<file path="config.mk">
export PLATFORM = sky130hd
export DESIGN_NAME = clk_div_gen
export DESIGN_NICKNAME = d
export VERILOG_FILES = /design/src/rtl/clk_div_pkg.sv /design/src/rtl/clk_div_chan.sv /design/src/rtl/clk_div_gen.sv
export SDC_FILE = /design/constraint.sdc
export NUM_CORES = 1
export LEC_CHECK = 0
export ABC_AREA = 1
export CORE_UTILIZATION = 45
export CTS_BUF_LIST = sky130_fd_sc_hd__clkbuf_4 sky130_fd_sc_hd__clkbuf_8
export DETAILED_ROUTE_END_ITERATION = 8
export SLEW_MARGIN = 30
export SYNTH_ARGS = -nofsm -noshare
export SYNTH_HDL_FRONTEND = slang
export SYNTH_SLANG_ARGS = --single-unit
</file>
<file path="constraint.sdc">
create_clock -name clk -period 2.57 [get_ports clk]
set_input_delay 0.514 -clock clk [delete_from_list [all_inputs] [get_ports clk]]
set_output_delay 0.514 -clock clk [all_outputs]
set_load 0.03 [all_outputs]
</file>
<file path="src/rtl/clk_div_pkg.sv">
// Shared types and helpers for the multi-channel clock divider.
package clk_div_pkg;

  typedef enum logic [1:0] {
    IDLE  = 2'd0,
    RUN   = 2'd1,
    DRAIN = 2'd2
  } chan_state_t;

  localparam int DIV_MIN = 2;

  // Ratios below DIV_MIN cannot produce a toggling output, so they are raised to DIV_MIN.
  function automatic logic [31:0] clamp_div(input logic [31:0] val);
    return (val < 32'(DIV_MIN)) ? 32'(DIV_MIN) : val;
  endfunction

endpackage

</file>
<file path="src/rtl/clk_div_chan.sv">
// One divider channel: shadow/active ratio, counter, run FSM, registered clock.
// Build option CLK_DIV_ODD_DUTY50_EN adds a negedge stage for 50% duty at odd ratios.
module clk_div_chan
  import clk_div_pkg::*;
#(
  parameter int DIV_W   = 8,
  parameter int RST_DIV = 2
) (
  input  logic             clk,
  input  logic             rst_n,
  input  logic             en,
  input  logic [DIV_W-1:0] val,
  input  logic             load,
  input  logic             restart,
  output logic             clk_out,
  output logic             tick,
  output chan_state_t      state
);

  localparam logic [DIV_W-1:0] ONE = DIV_W'(1);

  chan_state_t      state_q, state_d;
  logic [DIV_W-1:0] cnt_q, cnt_d;
  logic [DIV_W-1:0] n_q, n_d;
  logic [DIV_W-1:0] shadow_q, shadow_eff;
  logic             pos_q, pos_d;
  logic [DIV_W-1:0] cnt_inc;
  logic             wrap;

  // A load in the same cycle as a load point bypasses straight into the active ratio.
  assign shadow_eff = load ? DIV_W'(clamp_div(32'(val))) : shadow_q;
  assign cnt_inc    = cnt_q + ONE;
  assign wrap       = (cnt_q == n_q - ONE);

  always_ff @(posedge clk or negedge rst_n) begin
    if (!rst_n) begin
      state_q  <= IDLE;
      cnt_q    <= '0;
      n_q      <= DIV_W'(RST_DIV);
      shadow_q <= DIV_W'(RST_DIV);
      pos_q    <= 1'b0;
    end else begin
      state_q  <= state_d;
      cnt_q    <= cnt_d;
      n_q      <= n_d;
      shadow_q <= shadow_eff;
      pos_q    <= pos_d;
    end
  end

  always_comb begin
    state_d = state_q;
    cnt_d   = cnt_q;
    n_d     = n_q;
    pos_d   = pos_q;
    case (state_q)
      IDLE: begin
        cnt_d = '0;
        pos_d = 1'b0;
        if (en) begin
          state_d = RUN;
          n_d     = shadow_eff;
          pos_d   = 1'b1;
        end
      end
      RUN, DRAIN: begin
        if (restart) begin
          cnt_d = '0;
          pos_d = 1'b1;
          n_d   = shadow_eff;
        end else begin
          if (state_q == RUN && !en)  state_d = DRAIN;
          if (state_q == DRAIN && en) state_d = RUN;
          if (wrap) begin
            cnt_d = '0;
            n_d   = shadow_eff;
            pos_d = 1'b1;
            // Draining channel stops only at the end of a full period.
            if (state_q == DRAIN && !en) begin
              state_d = IDLE;
              pos_d   = 1'b0;
            end
          end else begin
            cnt_d = cnt_inc;
            pos_d = (cnt_inc < (n_q >> 1));
          end
        end
      end
      default: begin
        state_d = IDLE;
        cnt_d   = '0;
        pos_d   = 1'b0;
      end
    endcase
  end

  assign tick  = (state_q != IDLE) && wrap;
  assign state = state_q;

`ifdef CLK_DIV_ODD_DUTY50_EN
  logic neg_q;

  // Half-cycle delayed copy of the high phase, only for odd ratios.
  always_ff @(negedge clk or negedge rst_n) begin
    if (!rst_n) neg_q <= 1'b0;
    else        neg_q <= pos_q & n_q[0];
  end

  assign clk_out = pos_q | neg_q;
`else
  assign clk_out = pos_q;
`endif

endmodule

</file>
<file path="src/rtl/clk_div_gen.sv">
// Multi-channel integer clock divider; one clk_div_chan per channel, shared sync_restart.
// Build option CLK_DIV_ODD_DUTY50_EN enables 50% duty for odd ratios in every channel.
module clk_div_gen
  import clk_div_pkg::*;
#(
  parameter int NUM_CH  = 2,
  parameter int DIV_W   = 8,
  parameter int RST_DIV = 2
) (
  input  logic                    clk,
  input  logic                    rst_n,
  input  logic [NUM_CH-1:0]       div_en,
  input  logic [NUM_CH*DIV_W-1:0] div_val,
  input  logic [NUM_CH-1:0]       div_load,
  input  logic                    sync_restart,
  output logic [NUM_CH-1:0]       clk_out,
  output logic [NUM_CH-1:0]       tick,
  output logic [NUM_CH-1:0]       running
);

  chan_state_t chan_state [NUM_CH];

  for (genvar i = 0; i < NUM_CH; i++) begin : g_chan
    clk_div_chan #(
      .DIV_W  (DIV_W),
      .RST_DIV(RST_DIV)
    ) u_chan (
      .clk    (clk),
      .rst_n  (rst_n),
      .en     (div_en[i]),
      .val    (div_val[i*DIV_W +: DIV_W]),
      .load   (div_load[i]),
      .restart(sync_restart),
      .clk_out(clk_out[i]),
      .tick   (tick[i]),
      .state  (chan_state[i])
    );

    assign running[i] = (chan_state[i] != IDLE);
  end

endmodule

</file>
=== Word level (Yosys, flattened, before mapping) ===
Cells that the tools add are included.

* Flip-flop bits (word level): 54
* Latch bits: 0
* Memory bits (writable): 0
* Bits in read-only memories: 0
* Input port bits: 23
* Output and inout bits: 6
* Logic and storage cells: 94
* Memories: 0

* $add $sub $neg: 4
* $mul: 0
* Div/mod/pow operators: 0
* Magnitude comparators: 4
* Eq/ne operators: 12
* Shifts and indexed selects: 0
* Muxes and demuxes: 42
* Bitwise gates (word level): 0
* Reduce and logical (&&, ||, !) cells: 22

{| class="wikitable"
|+ Operators by type and width
! kind !! number
|-
| 8-bit two-way mux || 16
|-
| 8-bit case mux with 2 select lines || 2
|-
| 2-bit two-way mux || 12
|-
| 8-bit by 1-bit adder with 8-bit output, second input constant || 2
|-
| 8-bit == test || 2
|-
| 8-bit by 2-bit less-than comparator with 1-bit output, second input constant || 2
|-
| 8-bit by 7-bit less-than comparator with 1-bit output || 2
|-
| 8-bit by 1-bit subtractor with 8-bit output, second input constant || 2
|-
| 1-bit logical AND || 8
|-
| 1-bit two-way mux || 8
|-
| 2-bit != test, second input constant || 4
|-
| 2-bit case mux with 2 select lines || 2
|-
| 2-bit nonzero test || 4
|-
| 3-bit by 2-bit != test with 1-bit output, second input constant || 2
|-
| 3-bit AND reduction || 2
|-
| 2-bit by 1-bit == test with 1-bit output, second input constant || 2
|-
| 2-bit == test, second input constant || 2
|-
| 2-bit logical NOT || 2
|-
| 1-bit case mux with 2 select lines || 2
|-
| 2-bit AND reduction || 2
|-
| 2-bit OR reduction || 2
|-
| 1-bit logical NOT || 2
|}

=== Logic depth before layout (Yosys ltp) ===
* Depth in word-level cells: 8
* Mapped depth: 16
* Depth with buffers taken out: 16

=== Modules after synthesis ===
From an unflattened synthesis, not the netlist that was laid out.

* Cells, all modules: 550
* Area, all modules: 3734.8 µm²

{| class="wikitable"
|+ Modules (own cells, without submodules)
! module !! times used !! cells each !! area an instance (µm²) !! seq. area each (µm²)
|-
| clk_div_chan at g_chan[1].u_chan || 1 || 271 || 1863.0 || 678.2
|-
| clk_div_chan at g_chan[0].u_chan || 1 || 273 || 1849.3 || 678.2
|-
| clk_div_gen || 1 || 6 || 22.5 || 0.0
|}

=== Least setup slack after synthesis ===
OpenSTA, ideal clock, no wires.

* Path type: reg-to-output
* Start: register g_chan[0].u_chan.n_q[1]
* End: output tick[0]
* Arrival: 1694 ps
* Data required time: 2056 ps
* Slack: 362 ps
* Cell stages (with the launch flop): 14
* Buffers on the path: 1
* Cells stage by stage: dfstp_2 inv_1 ha_1 inv_1 nand2_1 nand2_1 nor2_1 nand2_1 nor2_1 nand3_2 nor2_4 nand2_2 nor2_1 buf_4

* Word-level cells in the longest chain between the ends: 3

{| class="wikitable"
|+ Ends and longest elaborated chain
! what !! RTL line !! RTL
|-
| from (decl) || clk_div_chan.sv:24 || <nowiki>logic [DIV_W-1:0] n_q, n_d;</nowiki>
|-
| from (signal assigned) || clk_div_chan.sv:39 || <nowiki>n_q <= DIV_W'(RST_DIV);</nowiki>
|-
| from (signal assigned) || clk_div_chan.sv:45 || <nowiki>n_q <= n_d;</nowiki>
|-
| 8-bit by 1-bit subtractor with 8-bit output || clk_div_chan.sv:33 || <nowiki>assign wrap = (cnt_q == n_q - ONE);</nowiki>
|-
| 8-bit == test || clk_div_chan.sv:33 ||
|-
| 1-bit logical AND || clk_div_chan.sv:97 || <nowiki>assign tick = (state_q != IDLE) && wrap;</nowiki>
|-
| to (decl) || clk_div_gen.sv:17 || <nowiki>output logic [NUM_CH-1:0] tick,</nowiki>
|}

Every way passes these cells.

=== Final worst setup path ===
* Start: register g_chan[1].u_chan.n_q[1]
* End: output tick[1]

* Word-level cells in the longest chain between the ends: 3

{| class="wikitable"
|+ Ends and longest elaborated chain
! what !! RTL line
|-
| from (decl) || clk_div_chan.sv:24
|-
| from (signal assigned) || clk_div_chan.sv:39
|-
| from (signal assigned) || clk_div_chan.sv:45
|-
| 8-bit by 1-bit subtractor with 8-bit output || clk_div_chan.sv:33
|-
| 8-bit == test || clk_div_chan.sv:33
|-
| 1-bit logical AND || clk_div_chan.sv:97
|}

Every way passes these cells.

==> flow_summary.yaml <==
floorplanning:
  die_w_um: 90.3
  die_y_um: 90.3
  rows: 31
  core_area_um2: 7410
  dieArea_um2: 8160
  initial_core_util_pct: 47.4
  ioPinCount: 29
run_status:
  status: "complete, but fails checks"
  violations: "setup timing"
yosys:
  async_reset_ff_share_pct: 100
  yosysTopAreaCell: "dfrtp_1"
  yosysMostFrequentCell: "nand2_1"
  synthTopCellsByCount: "164 x nand2_1, 63 x inv_1, 50 x dfrtp_1"
  synthTopCellsByArea: "dfrtp_1 36%, nand2_1 18%, ha_1 8.6%, inv_1 6.7%, nor2_1 4.9%"
  synth_top_cell_area_share_pct: 35.6
  syn_area_um2: 3510
  ys_seq_area_share_pct: 38.6
  ys.flop_type: "dfrtp_1"
  syn_avg_cell_area_um2: 7.31
  ys.warnings.count: 0
  synth_nets: 527
  ys_types: 35
  ys_ff_latch: 54
  synth_edf_count: 0
  synthCells: 480
place:
  dp_slack_ns: 0.203
  hpwlAfterDp_um: 5470
  routabilityCongestion: 0.858
  port_buffers: 28
  place_area_um2: 3880
  dp_cells: 604
critical_path:
  critPathTopFamily: "simple AND/OR/NAND/NOR gates"
  worstPathRequired_ns: 2.06
  arrival_ns: 2.09
  cp_common_cell: "nor2_2"
  worst-setup-path-type: "flip-flop to primary output"
  slowest_delay_ns: 0.55
  path_buf_inv: 2
  crit_path_cell_trace: "inv_2 > ha_4 > xnor2_1 > nor2_1 > nand2_1 > nor2_2 > nand2_1 > nor2_2 > nand2_2 > nor2_2 > buf_6"
  cp-end-kind: "primary output"
  cp_slowest_cell: "dfstp_2"
  critical_path_peak_fanout: 2
  startpoint_type: "flip-flop"
power:
  total_power_mw: 4.05
  powerDensity_nw_per_um2: 993
  p_leak_nw: 2.17
  vdd_drop_max_v: 0.000399
timing:
  worstMarginPinSlew_ns: 0.514
  hold_slack_ns: 0.173
  fin_ws_ns: -0.0313
  fmax_mhz: 384
  finalSetupViolations: 1
  maxSlewViolCount: 0
  layout_min_cycle_time_ns: 2.60
  rsz0062_at_grt: "yes"
  period_share_pct: 101
  slew_headroom_pct: 65.7
  final_hold_viol_count: 0
  skew_ns: 0.00851
  fin_tns_setup_ns: -0.0313
drt:
  drt-initial-drc-count: 74
  routed_wl_um: 7130
  vias: 2932
  via_per_inst: 4.73
  drtPass1Iterations: 4
  ant_nets: 0
  drc_errors: 0
  routedWlPerCell_um: 11.5
global_routing:
  grt_pass1_vias: 2834
  grt_max_degree: 41
  antenna_found_initial: 0
  grt_overflow: 0
  grt_use_total_pct: 19.3
  grt_pass1_wl_um: 12800
finish:
  area_growth_pct: 16.2
  stdcell_count: 620
  antenna_cells: 0
  fin_area_um2: 4080
  drive_above_1_share_pct: 11.9
  nNetsFinal: 567
  utilization_pct: 55.1
cts:
  numCtsBuffers: 5
  cts_tree: "built"
  clk_pin_slew_ns: 0.10
  insertion_delay_ns: 0.31
  htree_levels: 2
  ctsLongestPathBuffers: 2
  cts_sinks: 54
  clockRootBuffer: "clkbuf_8"
min_path:
  hold_path.class: "input pin to asynchronous set/reset pin"
flow_run:
  drv_cap: 0
## layout make-up
cell class	instances	area, um^2
multi-input combinational	346	1850
sequential	54	1360
fill	739	3330
clock inverter	1	5.00
timing repair buffer	41	378
inverter	72	270
tap	99	124
clock buffer	7	90.1
## worst reg2reg max path, delay by kind of cell (launching register included)
kind,cells,cell delay [ns]
and+or+nand+nor,9,0.94
DFF,1,0.55
AOI/OAI and AO/OA,1,0.06
adders and majority gates,1,0.20
buffers and inverters,3,0.32
xor gates and xnor gates,1,0.12
## placed cells by master (no fill, tap or decap), drive strengths merged
cell	synthesis	routed
o22ai	2	2
nand4	6	6
xor2	16	16
a21oi	10	10
xnor2	5	5
buf	7	16
and3	2	2
nor2	53	53
nor3	2	2
dfstp	4	4
ha	24	24
nand3	36	36
nand3b	1	1
or2	1	1
nand2	169	169
inv	70	70
nor4	2	2
clkinv	2	3
o21ai	15	15
o21a	1	1
clkbuf	1	7
o21bai	1	1
dfrtp	50	50
clkdlybuf4s50	0	25
## power by group
part           total, mW  switching, mW  internal, mW
Combinational       2.23           1.37         0.862
Sequential          1.31          0.230          1.08
Clock              0.513          0.284         0.229
Total               4.05           1.88          2.17
## flip-flops by register name (all words and copies together), names as in the netlist
name,count
g_chan.u_chan.state,4
g_chan.u_chan.n_q,16
g_chan.u_chan.cnt_q,16
g_chan.u_chan.shadow_q,16
g_chan.u_chan.clk_out,2
## repair_timing
action,CTS,global route
setup endpoints to repair,2,2
buffers inserted,4,4
hold endpoints to repair,0,0
resized for setup,4,8
pin swaps,3,8
gates cloned,0,0
hold buffers,0,0
## final timing paths
path	from	cells after the start	to	slack, ns
setup / recovery	g_chan[1].u_chan.n_q[1]	11	tick[1]	-0.03
hold / removal	rst_n	1	g_chan[1].u_chan.shadow_q[0]	0.17
setup reg to reg	g_chan[1].u_chan.n_q[1]	15	g_chan[1].u_chan.n_q[0]	0.27
hold reg to reg	g_chan[0].u_chan.shadow_q[2]	2	g_chan[0].u_chan.shadow_q[2]	0.49
max in group asynchronous	rst_n	2	g_chan[1].u_chan.cnt_q[7]	1.87
min in group clk	g_chan[0].u_chan.shadow_q[2]	2	g_chan[0].u_chan.shadow_q[2]	0.49
## per-layer routing
metal | vias to the layer above | part of all wire [%] | global-route usage (%)
met5 | - | 0 | 0
met4 | 0 | 0.97 | 4.70
met3 | 6 | 2.5 | 2.78
met2 | 40 | 44 | 30.9
met1 | 1325 | 52 | 27.6
li1 | 1561 | - | -
## cells by family (layout without fill, tap and decap cells)
group	Yosys count	in the layout	share of synthesized area, %
flops	54	54	38.6
compound gates	29	29	4.35
xor+xnor	21	21	5.45
buf+inv	80	121	9.55
fa+ha+maj	24	24	8.55
simple gates	272	272	33.5
(Power assumes the default switching activity.)
